`src/rtl/ex1_b_demux.sv`:
```
// Registered 1-to-5 demultiplexer: routes M into one of five per-channel FIFOs (U..Y) by {s2,s1,s0}.
// Optional accepted-word counter on acc_cnt, built only when EX1_B_DEMUX_CNT_EN is defined.
module ex1_b_demux #(
  parameter int DATA_WIDTH = 3,
  parameter int DEPTH      = 2
) (
  input  logic                  clk,
  input  logic                  rst_n,
  input  logic                  s2,
  input  logic                  s1,
  input  logic                  s0,
  input  logic [DATA_WIDTH-1:0] M,
  input  logic                  in_valid,
  output logic                  in_ready,
  output logic [DATA_WIDTH-1:0] U,
  output logic [DATA_WIDTH-1:0] V,
  output logic [DATA_WIDTH-1:0] W,
  output logic [DATA_WIDTH-1:0] X,
  output logic [DATA_WIDTH-1:0] Y,
  output logic [4:0]            out_valid,
  input  logic [4:0]            out_ready,
  output logic [7:0]            acc_cnt
);

  localparam int NCH = 5;
  localparam int PW  = (DEPTH > 1) ? $clog2(DEPTH) : 1;
  localparam int CW  = $clog2(DEPTH + 1);

  typedef logic [DATA_WIDTH-1:0] word_t;

  word_t           mem    [NCH][DEPTH];
  logic [PW-1:0]   wr_ptr [NCH];
  logic [PW-1:0]   rd_ptr [NCH];
  logic [CW-1:0]   count  [NCH];

  logic [2:0]      dest;
  logic            push;
  logic [NCH-1:0]  full;
  logic [NCH-1:0]  push_ch;
  logic [NCH-1:0]  pop_ch;

  // Codes 100..111 all alias onto channel Y.
  always_comb begin
    dest = 3'd4;
    case ({s2, s1, s0})
      3'b000:  dest = 3'd0;
      3'b001:  dest = 3'd1;
      3'b010:  dest = 3'd2;
      3'b011:  dest = 3'd3;
      default: dest = 3'd4;
    endcase
  end

  // NOTE: every signal written in always_comb gets a default first so no latch is inferred.
  always_comb begin
    full      = '0;
    out_valid = '0;
    pop_ch    = '0;
    push_ch   = '0;
    for (int i = 0; i < NCH; i++) begin
      full[i]      = (count[i] == CW'(DEPTH));
      out_valid[i] = (count[i] != '0);
      pop_ch[i]    = out_valid[i] && out_ready[i];
    end
    // in_ready looks only at registered fullness, so a same-cycle pop never passes a word through.
    in_ready = !full[dest];
    push     = in_valid && in_ready;
    for (int i = 0; i < NCH; i++) begin
      push_ch[i] = push && (dest == 3'(i));
    end
  end

  // NOTE: storage is reset too, because the channel outputs must read zero as soon as rst_n falls.
  // NOTE: all state updates use non-blocking assignments so every channel samples pre-edge values.
  always_ff @(posedge clk or negedge rst_n) begin
    if (!rst_n) begin
      for (int i = 0; i < NCH; i++) begin
        for (int j = 0; j < DEPTH; j++) begin
          mem[i][j] <= '0;
        end
        wr_ptr[i] <= '0;
        rd_ptr[i] <= '0;
        count[i]  <= '0;
      end
    end else begin
      for (int i = 0; i < NCH; i++) begin
        if (push_ch[i]) begin
          mem[i][wr_ptr[i]] <= M;
          wr_ptr[i]         <= wr_ptr[i] + 1'b1;
        end
        if (pop_ch[i]) begin
          rd_ptr[i] <= rd_ptr[i] + 1'b1;
        end
        case ({push_ch[i], pop_ch[i]})
          2'b10:   count[i] <= count[i] + 1'b1;
          2'b01:   count[i] <= count[i] - 1'b1;
          default: count[i] <= count[i];
        endcase
      end
    end
  end

  assign U = mem[0][rd_ptr[0]];
  assign V = mem[1][rd_ptr[1]];
  assign W = mem[2][rd_ptr[2]];
  assign X = mem[3][rd_ptr[3]];
  assign Y = mem[4][rd_ptr[4]];

`ifdef EX1_B_DEMUX_CNT_EN
  logic [7:0] acc_q;

  // Saturating count of accepted pushes; only reset clears it.
  always_ff @(posedge clk or negedge rst_n) begin
    if (!rst_n) begin
      acc_q <= 8'h00;
    end else if (push && (acc_q != 8'hFF)) begin
      acc_q <= acc_q + 8'd1;
    end
  end

  assign acc_cnt = acc_q;
`else
  assign acc_cnt = 8'h00;
`endif

endmodule
```
`config.mk`:
```
export PLATFORM = sky130hd
export DESIGN_NAME = ex1_b_demux
export DESIGN_NICKNAME = d
export VERILOG_FILES = /design/src/rtl/ex1_b_demux.sv
export SDC_FILE = /design/constraint.sdc
export NUM_CORES = 1
export LEC_CHECK = 0
export CAP_MARGIN = 0
export CELL_PAD_IN_SITES_DETAIL_PLACEMENT = 1
export CELL_PAD_IN_SITES_GLOBAL_PLACEMENT = 1
export CORE_ASPECT_RATIO = 1.5
export CORE_UTILIZATION = 30
export CTS_BUF_LIST = sky130_fd_sc_hd__clkbuf_4 sky130_fd_sc_hd__clkbuf_8
export DETAILED_ROUTE_END_ITERATION = 8
export PLACE_DENSITY_LB_ADDON = 0.1
export SLEW_MARGIN = 30
export SYNTH_ARGS = -nofsm -noshare
export SYNTH_HDL_FRONTEND = slang
export SYNTH_SLANG_ARGS = --single-unit
```
`constraint.sdc`:
```
create_clock -name clk -period 3.76 [get_ports clk]
set_input_delay 1.128 -clock clk [delete_from_list [all_inputs] [get_ports clk]]
set_output_delay 1.128 -clock clk [all_outputs]
set_load 0.02 [all_outputs]
```
After elaboration in Yosys (flattened, before gate mapping)

Cells that the tools add are included.
W data, S select, Z words.

Register bits: 50
Output and inout bits: 29
Input port bits: 14
Word-level logic and storage cells: 160

$add $sub $neg: 20
Multiplexer cells: 38
Reduce and logical (&&, ||, !) cells: 29
Bitwise gates (word level): 10
Magnitude comparators: 16
Equality and inequality tests: 22

Operator list:

| kind                  | count |
|---|---|
| $mux W3               | 20 |
| $bwmux W6             | 5 |
| $eq A2 B2 Y1 const B  | 10 |
| $ge A2 B2 Y1 const B  | 10 |
| $not A1 Y2            | 10 |
| $pmux W2 S2           | 5 |
| $reduce_bool A2 Y1    | 10 |
| $logic_and A1 B1 Y1   | 16 |
| $demux W3 S1          | 5 |
| $eq A3 B2 Y1 const B  | 4 |
| $pmux W3 S4           | 1 |
| $add A1 B1 Y1 const B | 10 |
| $add A2 B1 Y2 const B | 5 |
| $eq A2 B1 Y1 const B  | 5 |
| $lt A2 B1 Y1 const B  | 5 |
| $sub A2 B1 Y2 const B | 5 |
| $eq A3 B1 Y1 const B  | 2 |
| $logic_not A3 Y1      | 2 |
| $lt A3 B4 Y1 const B  | 1 |
| $bmux W1 S3           | 1 |
| $eq A3 B3 Y1 const B  | 1 |
| $logic_not A1 Y1      | 1 |
| $mux W1               | 1 |

Logic depth before layout (Yosys ltp)

Depth after elaboration: 9
Depth in mapped cells: 7
Mapped depth without buffers: 6

Worst setup path before layout

OpenSTA, ideal clock, no wires.

Path type: input to output
Start point: in s1
End point: out in_ready
Required time: 2.632 ns
Stages on the path: 3
Setup slack: 0.349 ns
Arrival: 2.283 ns
Buffers on the path: 1
Cell sequence: clkbuf_1 mux4_2 mux2i_1

Longest elaborated chain between the ends: 5
Elaborated cells between the ends (all ways): 8
Classes of those cells: 3 x eq/ne; 3 x mux; 2 x reduce/logical

RTL lines:

| what                                       | RTL line | text |
|---|---|---|
| start: declaration                         | 10       | `input logic s1,` |
| $eq A3 B2 Y1, or another cell as far along | 45       | `case ({s2, s1, s0})` |
| $pmux W3 S4 *                              | 45       |  |
| $bmux W1 S3 *                              | 66       | `in_ready = !full[dest];` |
| $mux W1 (not written as such) *            | 66       |  |
| $logic_not A1 Y1 *                         | 66       |  |
| end: declaration                           | 14       | `output logic in_ready,` |

Every way passes the cells marked *; elsewhere a longest branch is shown, timed or not. The select of a mux whose other input is x is not followed.

Worst setup path after layout

Ends and elaborated chain as after synthesis.

==> flow_summary.ini <==
[outcome]
status = completed

[timing]
grt_setup_unrepaired = false
finalSetupTns_ns = 0
worst-slew-pin-transition_ns = 0.702
min_period_ns = 3.62
fin_hold_ws_ns = 0.497
final_max_slew_viol_count = 0
relSlewSlack_pct = 52.8
setup_viol = 0
period_share_pct = 96.3
skew_ns = 0.00830
fmax_mhz = 276
hold_viol_final = 0

[synthesis]
synth_area_leaders = dfrtp_1 (51%), mux2_2 (20%), xnor2_1 (5.4%)
synth_common_cells = dfrtp_1 (50), mux2_2 (44), xnor2_1 (15)
ys_seq_area_share_pct = 51.2
synth_most_common_cell = dfrtp_1
syn_area_per_cell_um2 = 13.2
netlist_area_um2 = 2440
ys.flop_type = dfrtp_1
synth_edf_count = 0
synthCells = 185
yosys_warnings = 0
synth_top_cell_area_share_pct = 51.2
yosysUniqueCellTypes = 33
ys_seq_elements = 50
synth_top_area_cell = dfrtp_1
async_reset_ff_share_pct = 100

[clocking]
cts-root-buf = clkbuf_8
htreeDepth = 2
clk_path_buf_depth = 2
cts_tree = done
path_clk_slew_ns = 0.08
cts_buffers = 5
clkLatencyLatePin_ns = 0.31
cts_sinks = 50

[critical_path]
critical-path-max-stage-delay_ns = 0.52
arrival_ns = 2.49
r2r_end = count[9]$_DFFE_PN0P_
worstPathRequired_ns = 2.63
reg2regPathDepth = 5
crit_type = primary input to primary output
worst_path_max_delay_cell = clkdlybuf4s50_1
reg2reg_from = count[9]$_DFFE_PN0P_
critPathCapture = in_ready
cp.depth = 4
cp-startpoint = s1
critPathCaptureType = primary output
crit_buf_inv = 2
path_delay_family = buffers and inverters
crit_path_start_kind = primary input
path_cells = clkdlybuf4s50_1 -> mux4_2 -> mux2i_1 -> buf_2
reg2reg_slack_ns = 2.01
cp_max_fo = 2

[global_route]
grt_max_degree = 51
track_usage_pct = 14.3
overflow = 0
grt_pass1_wl_mm = 8.87
antenna_found_initial = 0
grt_pass1_vias = 1725

[power]
p_sw_uw = 923
clockPowerShare_pct = 12.8
p_leak_uw = 0.00126
p_seq_share_pct = 39.8
ir_worst_vdd_mv = 0.332
combPwrFrac_pct = 47.4
p_per_area_nw_per_um2 = 867
finalPower_uw = 2590
p_int_uw = 1660
switching_share_pct = 35.7

[worst_hold_path]
hold_start = count[7]$_DFFE_PN0P_
hp-class = flop to flop

[routing]
wirelength_mm = 5.35
vias = 1505
vias_per_cell = 4.57
ant_nets = 0
drcViolationCount = 0
dr.pass1.iters = 4
wl_per_cell_um = 16.3
drt-initial-drc-count = 42

[placement]
gp_congestion = 0.735
place_hpwl_mm = 4.03
dp.cells = 321
numPortBuffers = 34

[finish]
finalNetCount = 245
antennaDiodeCount = 0
drive_gt1_share_pct = 31.3
fin_cells = 329
utilization_pct = 38.4
syn2layout_area_growth_pct = 22.1

[floorplanning]
dieArea_um2 = 8510
io_pins = 43
die_h_um = 113
core_area_um2 = 7760
die_x_um = 75.7
initial_core_util_pct = 31.5
row_count = 39

[run]
max_cap_viol_count = 0
-- power groups by stage --
| stage | combinational (uW) | clock [uW] | sequential [uW] |
|---|---|---|---|
| floorplan | 829 | 0 | 973 |
| global placement | 1200 | 0 | 1020 |
| detailed placement | 1250 | 0 | 1050 |
| CTS | 1260 | 354 | 1040 |
| global route | 1320 | 374 | 1080 |
| finish | 1230 | 331 | 1030 |
-- placed cells by master (no fill, tap or decap) --
master           netlist  final
or3b_4                 1      1
clkdlybuf4s50_1        0     32
clkbuf_4               0      1
nand4_1                3      3
ha_1                   5      5
or3_1                  1      1
nor2_1                 5      5
nor4b_1                1      1
or4_4                  1      1
nor3_1                 1      1
mux4_2                 1      1
and2_1                 5      5
buf_2                  0      1
mux2i_1                1      1
inv_1                  1      1
nand3b_1               1      1
clkinv_2               0      1
conb_1                 1      8
or4b_4                 1      1
mux2_1                 1      1
buf_4                  8      7
nor4_1                 3      3
clkbuf_8               0      6
and3b_2                1      1
or3_2                  1      1
or2_2                  5      5
mux2_2                44     44
xnor2_1               15     15
xor2_1                10     10
nor2b_1                5      5
nor3b_1                1      1
nand2b_1               3      3
nand2_1                1      1
nand3_1                3      3
dfrtp_1               50     50
-- logic make-up (layout without fill, tap and decap cells) --
| group | count (synthesis) | count (layout) | share of synthesized area (%) |
|---|---|---|---|
| DFF | 50 | 50 | 51.2 |
| muxes | 47 | 47 | 22.1 |
| and+or+nand+nor | 43 | 43 | 11.3 |
| xor gates and xnor gates | 25 | 25 | 8.97 |
| buffers and inverters | 14 | 49 | 3.69 |
| adders and majority gates | 5 | 5 | 2.56 |
| other | 1 | 8 | 0.154 |
-- layout make-up --
class / instances / area [um^2]
well taps: 102 / 128
flip-flops and latches: 50 / 1250
clock inverters: 1 / 5.00
repair buffers: 40 / 378
fillers: 840 / 4780
multi-input cells: 128 / 1130
inverters: 1 / 3.75
clock buffers: 7 / 90.1
-- what timing repair did --
action	in CTS	in global routing
pin swaps	0	0
buffers inserted	0	0
endpoints found under the setup margin	1	1
cloned	0	0
hold buffers	0	0
resized for setup	3	1
hold endpoints to repair	0	0
-- registers in the layout, indices dropped and copies added, names as in the netlist --
register,flops
wr_ptr,5
mem,30
rd_ptr,5
count,10
-- worst min-delay path by stage --
| stage | slack [ns] | end | cells past startpoint |
|---|---|---|---|
| 3_3_place_gp | 0.46 | count[7]$_DFFE_PN0P_ | 1 |
| 5_1_grt | 0.53 | count[7]$_DFFE_PN0P_ | 1 |
| 4_1_cts | 0.50 | count[7]$_DFFE_PN0P_ | 1 |
| 6_report | 0.50 | count[7]$_DFFE_PN0P_ | 1 |
| 3_5_place_dp | 0.48 | count[7]$_DFFE_PN0P_ | 1 |
| 2_1_floorplan | 0.45 | count[7]$_DFFE_PN0P_ | 1 |
-- stage by stage --
step,setup slack [ns],instance area (um^2)
3_3_place_gp,-0.307,2890
5_1_grt,0.0638,2980
2_1_floorplan,0.349,2470
3_5_place_dp,-0.326,2890
4_1_cts,0.0196,2990
6_report,0.141,2980
-- metal layers --
layer  GRT usage [%]  routed length [um]
met5               0                   0
met4            5.19                  87
met3            3.59                 196
met2            24.1                2880
met1            17.1                2190
-- worst reg2reg max path: cells and delay by family (launching register included) --
kind / cells / cell delay [ns]
xor+xnor: 1 / 0.17
fa+ha+maj: 1 / 0.32
flops: 1 / 0.42
simple gates: 3 / 0.78
(Power assumes the default switching activity.)
